==> config.mk <==
export PLATFORM = sky130hd
export DESIGN_NAME = div_unit_flat
export DESIGN_NICKNAME = d
export VERILOG_FILES = /design/src/rtl/div_unit_pkg.sv /design/src/rtl/div_unit_if.sv /design/src/rtl/div_unit.sv /design/src/flat_wrapper.sv
export SDC_FILE = /design/constraint.sdc
export NUM_CORES = 1
export LEC_CHECK = 0
export BUFFER_PORTS_ARGS = -buffer_cell sky130_fd_sc_hd__buf_2
export CAP_MARGIN = 30
export CORE_MARGIN = 1
export CORE_UTILIZATION = 40
export DETAILED_ROUTE_END_ITERATION = 12
export MAX_ROUTING_LAYER = met4
export PLACE_DENSITY = 0.66
export SLEW_MARGIN = 10
export SYNTH_ARGS = -nofsm -noshare
export SYNTH_HDL_FRONTEND = slang
export SYNTH_SLANG_ARGS = --single-unit
==> constraint.sdc <==
create_clock -name clk -period 6.5 [get_ports clk]
set_clock_uncertainty 0.1 [all_clocks]
set_input_delay 0.975 -clock clk [delete_from_list [all_inputs] [get_ports clk]]
set_output_delay 0.975 -clock clk [all_outputs]
set_load 0.02 [all_outputs]
==> src/rtl/div_unit_pkg.sv <==
// Shared ALU/divider definitions: operation codes, divider state encodings,
// iteration count and the latched-operand payload.
package div_unit_pkg;

  localparam int unsigned DATA_W    = 32;
  localparam int unsigned OP_W      = 6;
  localparam int unsigned CNT_W     = 6;
  localparam int unsigned DIV_ITERS = 32;

  // ALU operation codes, same encoding the ALU decoder drives
  localparam logic [OP_W-1:0] ALU_DIV  = 6'h1a;
  localparam logic [OP_W-1:0] ALU_DIVU = 6'h1b;

  localparam logic [1:0] S_IDLE = 2'd0;
  localparam logic [1:0] S_CALC = 2'd1;
  localparam logic [1:0] S_DONE = 2'd2;

  typedef struct packed {
    logic              sign_mode;
    logic              sign_a;
    logic              sign_b;
    logic [DATA_W-1:0] mag_a;
    logic [DATA_W-1:0] mag_b;
  } div_op_t;

  // Conditional two's-complement negate; doubles as absolute value on entry
  function automatic logic [DATA_W-1:0] cond_neg(input logic [DATA_W-1:0] x,
                                                 input logic              neg);
    return neg ? DATA_W'(-x) : x;
  endfunction

endpackage

==> src/rtl/div_unit_if.sv <==
// EX-stage divider handshake: operation request in, stall and HI/LO result out.
interface div_unit_if;

  logic [div_unit_pkg::OP_W-1:0]   alu_control;
  logic                            valid;
  logic                            flush;
  logic [div_unit_pkg::DATA_W-1:0] a;
  logic [div_unit_pkg::DATA_W-1:0] b;
  logic                            stall;
  logic                            result_valid;
  logic [div_unit_pkg::DATA_W-1:0] hi_out;
  logic [div_unit_pkg::DATA_W-1:0] lo_out;

  modport master (
    output alu_control, valid, flush, a, b,
    input  stall, result_valid, hi_out, lo_out
  );

  modport slave (
    input  alu_control, valid, flush, a, b,
    output stall, result_valid, hi_out, lo_out
  );

endinterface

==> src/rtl/div_unit.sv <==
// Iterative 32-cycle radix-2 restoring divider for DIV/DIVU with sign
// pre/post-processing; quotient on lo_out, remainder on hi_out.
module div_unit
  import div_unit_pkg::*;
(
  input  logic       clk,
  input  logic       resetn,
  div_unit_if.slave  bus
);

  logic [1:0]          state;
  logic [1:0]          state_nxt;
  logic                stall;
  logic                is_div;
  logic                start;
  logic                finish;
  logic [CNT_W-1:0]    cnt;
  logic [2*DATA_W-1:0] sr;
  logic [2*DATA_W-1:0] sr_step;
  logic [DATA_W:0]     rem_trial;
  logic [DATA_W-1:0]   rem_diff;
  logic                rem_ge;
  logic [DATA_W-1:0]   quot_fix;
  logic [DATA_W-1:0]   rem_fix;
  div_op_t             op;
  div_op_t             op_new;
  logic                result_valid_q;
  logic [DATA_W-1:0]   hi_q;
  logic [DATA_W-1:0]   lo_q;

  // Request decode and operand capture values
  always_comb begin
    is_div = (bus.alu_control == ALU_DIV) || (bus.alu_control == ALU_DIVU);
    start  = bus.valid & ~bus.flush & (state == S_IDLE) & is_div;
    finish = (state == S_CALC) & ~bus.flush & (cnt == CNT_W'(DIV_ITERS - 1));

    op_new.sign_mode = (bus.alu_control == ALU_DIV);
    op_new.sign_a    = op_new.sign_mode & bus.a[DATA_W-1];
    op_new.sign_b    = op_new.sign_mode & bus.b[DATA_W-1];
    op_new.mag_a     = cond_neg(bus.a, op_new.sign_a);
    op_new.mag_b     = cond_neg(bus.b, op_new.sign_b);
  end

  always_ff @(posedge clk or negedge resetn) begin
    if (!resetn) state <= S_IDLE;
    else         state <= state_nxt;
  end

  // Next state; flush in CALC abandons the operation without a result
  always_comb begin
    state_nxt = state;
    stall     = 1'b0;
    case (state)
      S_IDLE: begin
        stall = start;
        if (start) state_nxt = S_CALC;
      end
      S_CALC: begin
        stall = 1'b1;
        if (bus.flush)                              state_nxt = S_IDLE;
        else if (cnt == CNT_W'(DIV_ITERS - 1))      state_nxt = S_DONE;
      end
      S_DONE:  state_nxt = S_IDLE;
      default: state_nxt = S_IDLE;
    endcase
  end

  // One restoring step; the partial remainder stays below the divisor, so
  // the shifted value fits in 33 bits and the difference fits in 32.
  always_comb begin
    rem_trial = sr[2*DATA_W-1:DATA_W-1];
    rem_ge    = (rem_trial >= {1'b0, op.mag_b});
    rem_diff  = rem_trial[DATA_W-1:0] - op.mag_b;
    if (rem_ge) sr_step = {rem_diff, sr[DATA_W-2:0], 1'b1};
    else        sr_step = {rem_trial[DATA_W-1:0], sr[DATA_W-2:0], 1'b0};

    quot_fix = cond_neg(sr_step[DATA_W-1:0], op.sign_a ^ op.sign_b);
    rem_fix  = cond_neg(sr_step[2*DATA_W-1:DATA_W], op.sign_a);
    // Divide-by-zero: all-ones quotient; remainder already reconstructs a
    if (op.mag_b == '0) quot_fix = '1;
  end

  always_ff @(posedge clk or negedge resetn) begin
    if (!resetn) begin
      op  <= '0;
      sr  <= '0;
      cnt <= '0;
    end else if (start) begin
      op  <= op_new;
      sr  <= {DATA_W'(0), op_new.mag_a};
      cnt <= '0;
    end else if (state == S_CALC) begin
      sr  <= sr_step;
      cnt <= cnt + CNT_W'(1);
    end
  end

  // Result registers update only on the final step so a flush leaves them intact
  always_ff @(posedge clk or negedge resetn) begin
    if (!resetn) begin
      result_valid_q <= 1'b0;
      hi_q           <= '0;
      lo_q           <= '0;
    end else begin
      result_valid_q <= finish;
      if (finish) begin
        hi_q <= rem_fix;
        lo_q <= quot_fix;
      end
    end
  end

  assign bus.stall        = stall;
  assign bus.result_valid = result_valid_q;
  assign bus.hi_out       = hi_q;
  assign bus.lo_out       = lo_q;

endmodule

==> src/flat_wrapper.sv <==
// flat-port wrapper written by rule: the top's interface ports become plain ports
module div_unit_flat import div_unit_pkg::*;
  (clk, resetn, bus_alu_control, bus_valid, bus_flush, bus_a, bus_b, bus_stall, bus_result_valid, bus_hi_out, bus_lo_out);
  div_unit_if bus_i ();
  input  logic clk;
  input  logic resetn;
  input wire logic [$bits(bus_i.alu_control)-1:0] bus_alu_control;
  input wire logic [$bits(bus_i.valid)-1:0] bus_valid;
  input wire logic [$bits(bus_i.flush)-1:0] bus_flush;
  input wire logic [$bits(bus_i.a)-1:0] bus_a;
  input wire logic [$bits(bus_i.b)-1:0] bus_b;
  output wire logic [$bits(bus_i.stall)-1:0] bus_stall;
  output wire logic [$bits(bus_i.result_valid)-1:0] bus_result_valid;
  output wire logic [$bits(bus_i.hi_out)-1:0] bus_hi_out;
  output wire logic [$bits(bus_i.lo_out)-1:0] bus_lo_out;
  assign bus_i.alu_control = bus_alu_control;
  assign bus_i.valid = bus_valid;
  assign bus_i.flush = bus_flush;
  assign bus_i.a = bus_a;
  assign bus_i.b = bus_b;
  assign bus_stall = bus_i.stall;
  assign bus_result_valid = bus_i.result_valid;
  assign bus_hi_out = bus_i.hi_out;
  assign bus_lo_out = bus_i.lo_out;
  div_unit u_core (.clk(clk), .resetn(resetn), .bus(bus_i));
endmodule
# Word level (Yosys, flattened, before mapping)
# Index checks and enable logic that the tools add are counted.
[word_totals]
register_bits = 171
input_bits = 74
[classes]
n_addsub = 6
n_lt_le_gt_ge = 1
eq_ne = 6
muxes = 15
bitwise_logic = 9
n_reduce_logical = 5
[ops]
columns = ["cell", "count"]
rows = [
  ["2-to-1 mux 64 bit", 3],
  ["2-to-1 mux 32 bit", 5],
  ["negation 32 bit", 4],
  ["greater-or-equal comparator 33 x 32 -> 1 bit", 1],
  ["zero test 32 bit", 1],
  ["subtractor 32 bit", 1],
  ["== test 6 x 5 -> 1 bit, second input constant", 3],
  ["2-to-1 mux 6 bit", 2],
  ["bitwise AND 1 bit", 7],
  ["adder 6 x 1 -> 6 bit, second input constant", 1],
  ["2-to-1 mux 2 bit", 3],
  ["case mux 2 bit (2 select lines)", 1],
  ["!= test 3 x 2 -> 1 bit, second input constant", 1],
  ["== test 2 x 1 -> 1 bit, second input constant", 1],
  ["zero test 2 bit", 1],
  ["!= test 2 x 1 -> 1 bit, second input constant", 1],
  ["case mux 1 bit (2 select lines)", 1],
  ["AND reduction 2 bit", 1],
  ["nonzero test 2 bit", 1],
  ["logical OR 1 bit", 1],
  ["NOT 1 bit", 1],
  ["XOR 1 bit", 1],
]

# Logic depth before layout (Yosys ltp)
# Gate-level depths: netlist (run 1).
[logic_depth]
depth_word = 6
mapped_depth = 22

# Least setup slack after synthesis (run 1)
# Ideal clock, no wire load.
[synth_path]
kind = "register to register"
from = "reg u_core.sr[33]"
to = "reg u_core.hi_q[26], in the netlist u_core.bus.hi_out[26]"
setup_time_ns = 0.131
arrival_ns = 4.683
path_slack_ns = 1.586
path_stages_with_launch = 20
path_buffers = 4
period_less_slack_ns = 4.914
path_cell_list = "dfrtp_1 > ha_1 > nor2_1 > a211o_1 > a2111o_1 > a21oi_4 > or2_1 > buf_6 > buf_4 > clkbuf_1 > clkbuf_1 > nand2_1 > o21ai_0 > ha_1 > inv_1 > nor4_1 > o22ai_1 > nor3_1 > a211oi_1 > or3b_1"
[synth_between]
elab_chain_len = 4
word_cells_on_any_way = 5
[synth_rtl]
columns = ["element", "line", "source"]
rows = [
  ["start, declared", "div_unit.sv:18", "logic [2*DATA_W-1:0] sr;"],
  ["start signal, assigned", "div_unit.sv:90", "sr <= {DATA_W'(0), op_new.mag_a};"],
  ["start signal, assigned", "div_unit.sv:93", "sr <= sr_step;"],
  ["subtractor 32 bit or greater-or-equal comparator 33 x 32 -> 1 bit (tied branches)", "div_unit.sv:73, div_unit.sv:72", ""],
  ["2-to-1 mux 64 bit *", "div_unit.sv:74", "if (rem_ge) sr_step = {rem_diff, sr[DATA_W-2:0], 1'b1};"],
  ["negation 32 bit", "div_unit_pkg.sv:29", "return neg ? DATA_W'(-x) : x;"],
  ["2-to-1 mux 32 bit *", "div_unit_pkg.sv:29", ""],
  ["end signal, assigned", "div_unit.sv:107", "hi_q <= rem_fix;"],
  ["end, declared", "div_unit.sv:28", "logic [DATA_W-1:0] hi_q;"],
]
# Mark *: on every way between the ends. The rest lies on a longest branch, timed or not.
# A chain may end at the register's enable or synchronous reset.

# Worst setup path in the final report (run 1)
[layout_path]
from = "reg u_core.op[8] in the netlist's numbering"
to = "reg u_core.hi_q[26], in the netlist u_core.bus.hi_out[26]"
[layout_between]
elab_chain_len = 4
word_cells_on_any_way = 5
[layout_rtl]
columns = ["element", "line", "source"]
rows = [
  ["start, declared", "div_unit.sv:25", "div_op_t op;"],
  ["start signal, assigned", "div_unit.sv:89", "op <= op_new;"],
  ["subtractor 32 bit or greater-or-equal comparator 33 x 32 -> 1 bit (tied branches)", "div_unit.sv:73, div_unit.sv:72", ""],
  ["2-to-1 mux 64 bit *", "div_unit.sv:74", ""],
  ["negation 32 bit", "div_unit_pkg.sv:29", ""],
  ["2-to-1 mux 32 bit *", "div_unit_pkg.sv:29", ""],
]
# Marked as above.

==> results.md, run 1 <==
* Status: complete, but fails checks
* Failing checks: design-rule violations
* CTS tree: done
* Initial Util at about two fifths
* Die Span Y at approximately 180 um
* Post-synth EDFFs at 0
* Fillers at just under 3,000
* Worst hold stages at 2
* Final WL at 37.24 mm
* Hold Startpoint: u_core.bus.hi_out[17]$_DFFE_PN0P_
* Max-slew violation count at 0
* # rows at 63
* Initial antenna violation count at 2
* Hold EP: u_core.bus.hi_out[17]$_DFFE_PN0P_
* I/O Buffers at ~140
* Critical path, cell by cell: inv_1 > ha_1 > a21oi_1 > o21ai_0 > a221oi_2 > a21oi_4 > or2_1 > buf_4 > o21ai_0 > ha_1 > inv_1 > nor4_1 > o22ai_1 > nor3_1 > a211oi_1 > or3b_1
* Core Box Area at a little under 30,000 um2
* CP arrival at ~5500 ps
* Max Fclk at roughly 190 MHz
* CTS Sinks at about 170
* # diodes at 0
* Area occupied by multi-input gates at slightly above 7000 um2
* Max-cap viol count at 0
* Mapped Nets at around 1,600
* RePlAce Congestion at around 0.97
* Post-synth top area share at 35.63%
* Flops & latches, synth at ~170
* Syn Area/Cell at 8.231 um2
* Endpoints failing hold at 0
* DRC at 2
* Peak supply drop at 0.2660 mV
* 1st-pass router iterations at 9
* Fin crit period at approximately 5300 ps
* Slew @ Worst Pin at between 800 and 900 ps
* R2R Path End: u_core.bus.hi_out[26]$_DFFE_PN0P_
* Cts hold-fix bufs at 0
* Post-DP Area at 13,010 um2
* Post-CTS setup buffer count at 0
* Syn. warnings at 0
* Boundary Pins at 140
* FF-to-FF path depth at 16
* Top delay family on crit path: compound AO/OA/AOI/OAI gates
* Startpoint Class: register
* Power per cell area at 482.3 nW/um2
* Max H-tree Level at 4
* CTS clock-pin slew for the worst setup and hold paths at roughly 70 ps
* FF+latch area at approximately 4300 um2
* Largest net degree at the start of global routing at between 100 and 150
* Cts bufs inserted at 17
* Mapped Area at ~12,000 um2
* Most frequent cell after synthesis: o21ai_0
* First-pass GRT wire length at approximately 59 mm
* Synth top cells by count: o21ai_0, nand2_1, dfrtp_1
* Reg2Reg Setup Slack at around 1200 ps
* Detailed Place HPWL at between 20 and 30 mm
* CP max stage delay at approximately 480 ps
* HP Class: reg -> reg
* Final nets at ~1,700
* Die area at a little over 30,000 um2
* Register area share after synthesis at between 30% and 40%
* Worst skew pair latency at approximately 440 ps
* Slowest cell on the critical path: a221oi_2
* Yosys top cell by area: dfrtp_1
* Detail-routed net length per standard cell at between 15 and 20 um
* # resized after CTS at 0
* Vias at roughly 11,000
* Final worst path period share at 81.15%
* CP Capture Type: register
* Top_reg_cell synth: dfrtp_1
* P_leak at ~6.0 nW
* Vias in the first global route at roughly 11,000
* Vias per cell at 5.768
* Final Setup Violations at 0
* RSZ-0062 raised after global routing: false
* Setup_tns at 0 ps
* Global route overflow at 0
* Largest cells by area after synthesis: dfrtp_1, o21ai_0, xor2_1
* Design area at around 14,000 um2
* Max transition margin at between 40% and 50%
* Total Routing Usage GR at roughly a quarter
* Clk root buf: clkbuf_16
* ANT nets after route at 0
* Post-Syn Instances at between 1,000 and 1,500
* Ys async rst share at 100.0%
* Initial drt markers at 1,041
* CP required at ~6700 ps
* Crit Path Max Fanout at between 40 and 50
* CP bufs+invs at 3
* P&R area growth vs syn at 13.57%
* Maximum clock insertion buffer count at 2
* Share of cells above drive strength 1 at about 14%
* Die width at around 180 um
* Post-synth cell types at roughly 80
* Total Power at between 0.006 and 0.007 W
* Critical path type: reg -> reg
* R2R Path Start: u_core.op[8]$_DFFE_PN0P_
## final cells by class
type | instances | share of cell area [%]
clock inverter | 15 | 1.284
multi-input combinational | 1142 | 52.62
timing repair buffer | 153 | 6.239
sequential | 171 | 31.38
inverter | 64 | 1.780
tap | 390 | 3.578
clock buffer | 17 | 3.119
## placed cells by master (no fill, tap or decap), types with 6 or more instances in the layout
master     instances
a211oi_1          10
a21o_1             9
a21oi_1          102
a22oi_1           34
a31oi_1           13
and2_1             8
buf_2            138
buf_4             11
clkbuf_16         17
dfrtp_1          171
ha_1              37
inv_1             63
mux2i_1           17
nand2_1          174
nand2b_1          11
nand3_1           26
nand4_1           21
nor2_1           105
nor2b_1            7
nor3_1            29
nor4_1            27
o211ai_1          10
o21a_1             6
o21ai_0          183
o21bai_1           6
o22ai_1            8
o31ai_1           28
o41ai_1           14
or3_1             12
or4_1             13
xnor2_1           52
xor2_1            83
## registers in the layout, indices dropped and copies added (netlist names)
| name | flops |
|---|---|
| u_core.op | 34 |
| u_core.bus.lo_out | 32 |
| u_core.bus.hi_out | 32 |
| u_core.bus.result_valid | 1 |
| u_core.state | 2 |
| u_core.cnt | 6 |
| u_core.sr | 64 |
## where the power goes
group | switching (W) | internal [W]
Clock | 0.000498 | 0.000551
Combinational | 0.00260 | 0.00141
Sequential | 0.000272 | 0.00125
Total | 0.00337 | 0.00321
## per-layer routing
layer,share of wire [%],track usage [%],wire length (um),up-vias
li1,-,-,-,5440
met1,45,33.75,16820,5358
met2,46,39.17,17270,398
met3,6.0,3.723,2241,63
met4,2.4,8.370,912,0
met5,0,-,0,-
## how the worst max path moves through the flow
stage,startpoint,end,slack (ps),cells after the start
after detailed placement,u_core.op[8]$_DFFE_PN0P_,u_core.bus.hi_out[26]$_DFFE_PN0P_,1400,16
after global routing,u_core.op[8]$_DFFE_PN0P_,u_core.bus.hi_out[26]$_DFFE_PN0P_,780,16
after CTS,u_core.op[8]$_DFFE_PN0P_,u_core.bus.hi_out[26]$_DFFE_PN0P_,1380,16
final,u_core.op[8]$_DFFE_PN0P_,u_core.bus.hi_out[26]$_DFFE_PN0P_,1230,16
after global placement,u_core.op[8]$_DFFE_PN0P_,u_core.bus.hi_out[26]$_DFFE_PN0P_,1570,16
after floorplan,u_core.sr[33]$_DFFE_PN0P_,u_core.bus.hi_out[26]$_DFFE_PN0P_,1590,19
## per-stage QoR
| stage | utilization [%] | hold WS (ps) | setup WS [ps] | instances |
|---|---|---|---|---|
| final | 46.14 | 378.8 | 1225 | 1952 |
| after global routing | 46.14 | 402.9 | 782.8 | 1952 |
| after CTS | 46.04 | 383.9 | 1379 | 1951 |
| after detailed placement | 44.01 | 365.4 | 1401 | 1919 |
| after global placement | 43.88 | 356.8 | 1568 | 1917 |
| after floorplan | - | 371.5 | 1586 | 1459 |
## worst reg2reg max path, stage by stage, from the launching register on
cell and delay [ps]:
dfrtp_1 400, inv_1 60, ha_1 430, a21oi_1 230
o21ai_0 260, a221oi_2 490, a21oi_4 150, or2_1 290
buf_4 310, o21ai_0 390, ha_1 280, inv_1 100
nor4_1 450, o22ai_1 300, nor3_1 420, a211oi_1 140
or3b_1 350
## cell families (layout without fill, tap and decap cells)
| logic type | Yosys count | count (layout) | synth area share, % |
|---|---|---|---|
| AOI/OAI and AO/OA | 472 | 472 | 24.65 |
| xor gates and xnor gates | 136 | 136 | 9.919 |
| adders and majority gates | 38 | 38 | 4.022 |
| buffers and inverters | 146 | 249 | 4.876 |
| DFF | 171 | 171 | 35.63 |
| muxes | 21 | 21 | 1.792 |
| and+or+nand+nor | 475 | 475 | 19.11 |
Note: power is estimated with default switching activity, not from simulation.
==> run 2, diff against run 1 <==
Clock period 6.5 ns to 5.3 ns, I/O delays scaled along.
==> results.md, run 2 (synthesis gave the netlist of run 1 again) <==
* Status: complete, but fails checks
* Failing checks: design-rule violations
* Sw frac at roughly half
* Worst skew pair latency at approximately 440 ps
* Max reg flops at 64
* ANT nets after route at 0
* Max-slew violation count at 0
* Detailed Place HPWL at 28.35 mm
* CP max stage delay at between 600 and 700 ps
* Initial antenna violation count at 2
* # diodes at 0
* Global route overflow at 0
* Final Setup Violations at 0
* Vias at between 10,000 and 15,000
* Critical path, cell by cell: inv_1 > ha_1 > a21oi_1 > o21ai_0 > a221oi_2 > a21oi_4 > or2_4 > inv_4 > buf_4 > ha_1 > nand2b_1 > nand2b_1 > nand2b_1 > or4_1 > o31ai_1 > xor2_1 > a21oi_1
* Max H-tree Level at 4
* Final WL at roughly 37 mm
* Cts bufs inserted at 17
* CP Capture Type: register
* First-pass GRT wire length at slightly below 60 mm
* Top delay family on crit path: simple AND/OR/NAND/NOR gates
* Startpoint Class: register
* Gate power share at 61.3%
* Fin crit period at 4917 ps
* Final worst path period share at about 93%
* CP required at approximately 5500 ps
* 1st-pass router iterations at 9
* HP Class: in -> async
* Critical path type: reg -> reg
* RSZ-0062 raised after global routing: false
* Clk root buf: clkbuf_16
* Vias in the first global route at between 10,000 and 15,000
* P_leak at approximately 6.0 nW
* Endpoints failing hold at 0
* CTS clock-pin slew for the worst setup and hold paths at roughly 70 ps
* Final nets at 1,668
* CTS Sinks at 171
* Fillers at 2,946
* Pre-CTS WS at ~270 ps
* Top Registers: u_core.sr x64, u_core.op x34
* CP most frequent cell: nand2b_1
* Setup_tns at 0 ps
* # rows at 63
* CTS tree: done
* Max-cap viol count at 0
* Slew @ Worst Pin at 809.0 ps
* Sequential share of power at a little under a quarter
* Largest net degree at the start of global routing at between 100 and 150
* CP bufs+invs at 3
* Maximum clock insertion buffer count at 2
* Initial Util at about two fifths
* Boundary Pins at 140
* Commonest non-fill, non-tap cell in the layout: o21ai_0
* Final setup margin at between 300 and 400 ps
* Core Box Area at approximately 30,000 um2
* P&R area growth vs syn at 14.00%
* Clk pwr share at around 16%
* RePlAce Congestion at 0.9753
* Internal power at ~0.0040 W
* Max Fclk at roughly 200 MHz
* I/O Buffers at ~140
* Max transition margin at 46.07%
* Total Routing Usage GR at 25.36%
* Initial drt markers at ~1,000
* Vias per cell at around 5.7
* Switching pwr at just over 0.004 W
* Largest register by flop count: u_core.sr
* Die Span Y at between 150 and 200 um
* Peak supply drop at approximately 0.32 mV
* Detail-routed net length per standard cell at approximately 19 um
* Share of cells above drive strength 1 at between 10% and 20%
* DRC at 2
* Die area at 30,720 um2
* Slowest cell on the critical path: or4_1
* Crit Path Max Fanout at 26
* Die width at approximately 180 um
* CP arrival at 5120 ps
* Most frequent cells in the layout: o21ai_0, nand2_1, dfrtp_1
* Power per cell area at about 590 nW/um2
run 2: path summary, 6_finish.rpt:
kind | cells past startpoint | slack, ps | from | to
setup / recovery | 17 | 380 | u_core.op[8]$_DFFE_PN0P_ | u_core.bus.lo_out[30]$_DFFE_PN0P_
hold / removal | 1 | 230 | resetn | u_core.op[10]$_DFFE_PN0P_
setup reg to reg | 17 | 380 | u_core.op[8]$_DFFE_PN0P_ | u_core.bus.lo_out[30]$_DFFE_PN0P_
hold reg to reg | 2 | 380 | u_core.bus.hi_out[11]$_DFFE_PN0P_ | u_core.bus.hi_out[11]$_DFFE_PN0P_
max in group asynchronous | 2 | 3750 | resetn | u_core.sr[50]$_DFFE_PN0P_
min in group clk | 2 | 380 | u_core.bus.hi_out[11]$_DFFE_PN0P_ | u_core.bus.hi_out[11]$_DFFE_PN0P_
run 2: repair_timing:
| action | CTS | global route |
|---|---|---|
| hold buffers | 0 | 0 |
| setup buffers | 0 | 1 |
| endpoints found under the setup margin | 0 | 4 |
| resized for setup | 0 | 3 |
run 2: metrics by stage:
stage,instance area [um2],cells,hold WS [ps],utilization (%),total power [W]
floorplan,12010,1459,371.5,-,0.005357
global placement,13050,1926,356.5,44.15,0.006712
detailed placement,13050,1926,367.4,44.15,0.006726
CTS,13670,1958,296.8,46.24,0.008044
global route,13690,1959,322.4,46.32,0.008677
finish,13690,1959,231.5,46.32,0.008110
run 2: layer usage:
layer  up-vias  wire length (um)  global-route usage, %  share of wire [%]
met5         -                 0                      -                  0
met4         0              1083                  8.442                2.9
met3        64              1863                  3.983                5.0
met2       330             16750                  37.86                 45
met1      5361             17390                  34.95                 47
li1       5466                 -                      -                  -
run 2: power by group through the flow:
stage / clock, W / sequential, W / combinational [W]
floorplan: 0 / 0.00175 / 0.00361
global placement: 0 / 0.00186 / 0.00485
detailed placement: 0 / 0.00187 / 0.00486
CTS: 0.00132 / 0.00185 / 0.00488
global route: 0.00136 / 0.00188 / 0.00543
finish: 0.00129 / 0.00186 / 0.00497
run 2: worst reg2reg max path, stage by stage (launching register included):
cell and delay [ps]:
dfrtp_1 460, inv_1 70, ha_1 420, a21oi_1 210, o21ai_0 220, a221oi_2 430
a21oi_4 140, or2_4 310, inv_4 70, buf_4 310, ha_1 240, nand2b_1 140
nand2b_1 230, nand2b_1 250, or4_1 610, o31ai_1 330, xor2_1 170, a21oi_1 80
run 2: layout make-up:
class                      count  area (um2)  share of cell area (%)
clock buffer                  17       425.4                   3.107
clock inverter                15       191.4                   1.398
inverter                      64       242.7                   1.773
multi-input combinational   1142        7192                   52.53
sequential                   171        4279                   31.26
tap                          390       488.0                   3.564
timing repair buffer         160       872.1                   6.370
==> run 3, diff against run 2 <==
Clock period 5.3 ns to 6.3 ns, I/O delays scaled along.
==> results.md, run 3 (synthesis gave the netlist of run 1 again) <==
* Status: complete, but fails checks
* Failing checks: design-rule violations
* Slew @ Worst Pin at between 800 and 900 ps
* Fin crit period at 5109 ps
* CP arrival at roughly 5300 ps
* CP max stage delay at approximately 510 ps
* Post-DP Area at 13,000 um2
* CTS Sinks at between 150 and 200
* Final worst path period share at between 80% and 90%
* CP Capture Type: register
* Vias at 11,370
* Detailed Place HPWL at about 28 mm
* Vias in the first global route at 10,680
* Power per cell area at approximately 500 nW/um2
* Max-slew violation count at 0
* Vias per cell at 5.822
* Clk root buf: clkbuf_16
* Max reg flops at 64
* Peak supply drop at ~0.25 mV
* I/O Buffers at 139
* Max H-tree Level at 4
* Cts bufs inserted at 17
* Design area at 13,650 um2
* Core Box Area at 29,560 um2
* ANT nets after route at 0
* Crit Path Max Fanout at 10
* Initial antenna violation count at 0
* CTS clock-pin slew for the worst setup and hold paths at ~80 ps
* Maximum clock insertion buffer count at 2
* Initial Util at between 40 and 50%
* Startpoint Class: register
* Final setup margin at approximately 1200 ps
* Global route overflow at 0
* Final nets at roughly 1,700
* Top Registers: u_core.sr x64, u_core.op x34
* Initial drt markers at 814
* DRC at 2
* RSZ-0062 raised after global routing: false
* Final WL at 37.45 mm
* Post-CTS setup buffer count at 0
* RePlAce Congestion at between 1 and 1.5
* Total Routing Usage GR at 25.63%
* CP required at around 6500 ps
* Critical path type: reg -> reg
* Commonest non-fill, non-tap cell in the layout: o21ai_0
* # diodes at 0
* Final Setup Violations at 0
* Largest net degree at the start of global routing at 102
* Largest register by flop count: u_core.sr
* Pre-CTS WS at 1252 ps
* Boundary Pins at 140
* Worst hold slack at 373.6 ps
* First-pass GRT wire length at between 60 and 70 mm
* Total Power at between 0.006 and 0.007 W
* P_leak at around 6.0 nW
* Max Fclk at a little under 200 MHz
* CP most frequent cell: ha_1
* Die width at between 150 and 200 um
* Die Span Y at between 150 and 200 um
* Max transition margin at 41.40%
* Cts hold-fix bufs at 0
* # rows at between 60 and 70
* Detail-routed net length per standard cell at 19.18 um
* Slowest cell on the critical path: o311ai_2
* Setup_tns at 0 ps
* Most frequent cells in the layout: o21ai_0, nand2_1, dfrtp_1
* P&R area growth vs syn at 13.64%
* Die area at just over 30,000 um2
* Endpoints failing hold at 0
* # resized after CTS at 0
* CTS tree: done
* HP Class: reg -> reg
* Worst skew pair latency at between 400 and 500 ps
* 1st-pass router iterations at 10
* Critical path, cell by cell: ha_1 > and4_1 > nor2b_1 > a221oi_2 > o311ai_2 > or2_1 > inv_4 > mux2i_1 > ha_1 > inv_1 > nor4_1 > o22ai_1 > nor3_1 > a211oi_1 > or3b_1
* Share of cells above drive strength 1 at 14.46%
* Max-cap viol count at 0
-- run 3: final timing paths --
path	to	slack [ps]	depth (start not counted)	startpoint
setup / recovery	u_core.bus.hi_out[26]$_DFFE_PN0P_	1190	15	u_core.sr[53]$_DFFE_PN0P_
hold / removal	u_core.bus.hi_out[7]$_DFFE_PN0P_	370	2	u_core.bus.hi_out[7]$_DFFE_PN0P_
min in group asynchronous	u_core.op[10]$_DFFE_PN0P_	420	1	resetn
setup reg to reg	u_core.bus.hi_out[26]$_DFFE_PN0P_	1190	15	u_core.sr[53]$_DFFE_PN0P_
max in group asynchronous	u_core.cnt[4]$_DFFE_PN0P_	4470	2	resetn
hold reg to reg	u_core.bus.hi_out[7]$_DFFE_PN0P_	370	2	u_core.bus.hi_out[7]$_DFFE_PN0P_
-- run 3: final cells by class --
| type | count | area (um2) |
|---|---|---|
| Fill cell | 2979 | 15910 |
| Multi-Input combinational cell | 1142 | 7177 |
| Inverter | 64 | 242.7 |
| Tap cell | 390 | 488.0 |
| Sequential cell | 171 | 4279 |
| Clock buffer | 17 | 425.4 |
| Clock inverter | 15 | 203.9 |
| Timing Repair Buffer | 154 | 830.8 |
-- run 3: critical path, delay by kind of cell (launching register included) --
family	cells	cell delay (ps)
adders and majority gates	2	820
buffers and inverters	2	160
AOI/OAI and AO/OA	4	1070
DFF	1	450
and+or+nand+nor	6	2140
muxes	1	260
-- run 3: power by group --
part,switching (W),leakage (nW),total (W),internal [W]
Sequential,0.000274,2.29,0.00156,0.00129
Combinational,0.00270,3.39,0.00416,0.00147
Clock,0.000545,0.301,0.00112,0.000577
Total,0.00351,5.98,0.00684,0.00333
-- run 3: through the flow --
step | util [%] | cells
3_3_place_gp | 43.93 | 1919
2_1_floorplan | - | 1459
3_5_place_dp | 43.97 | 1920
5_1_grt | 46.17 | 1953
6_report | 46.17 | 1953
4_1_cts | 46.10 | 1952
-- run 3: metal layers --
| metal | vias up | share of wire (%) | track usage [%] |
|---|---|---|---|
| met5 | - | 0 | - |
| met2 | 373 | 47 | 39.90 |
| met4 | 0 | 1.8 | 5.942 |
| li1 | 5441 | - | - |
| met3 | 56 | 4.8 | 3.636 |
| met1 | 5501 | 47 | 35.21 |
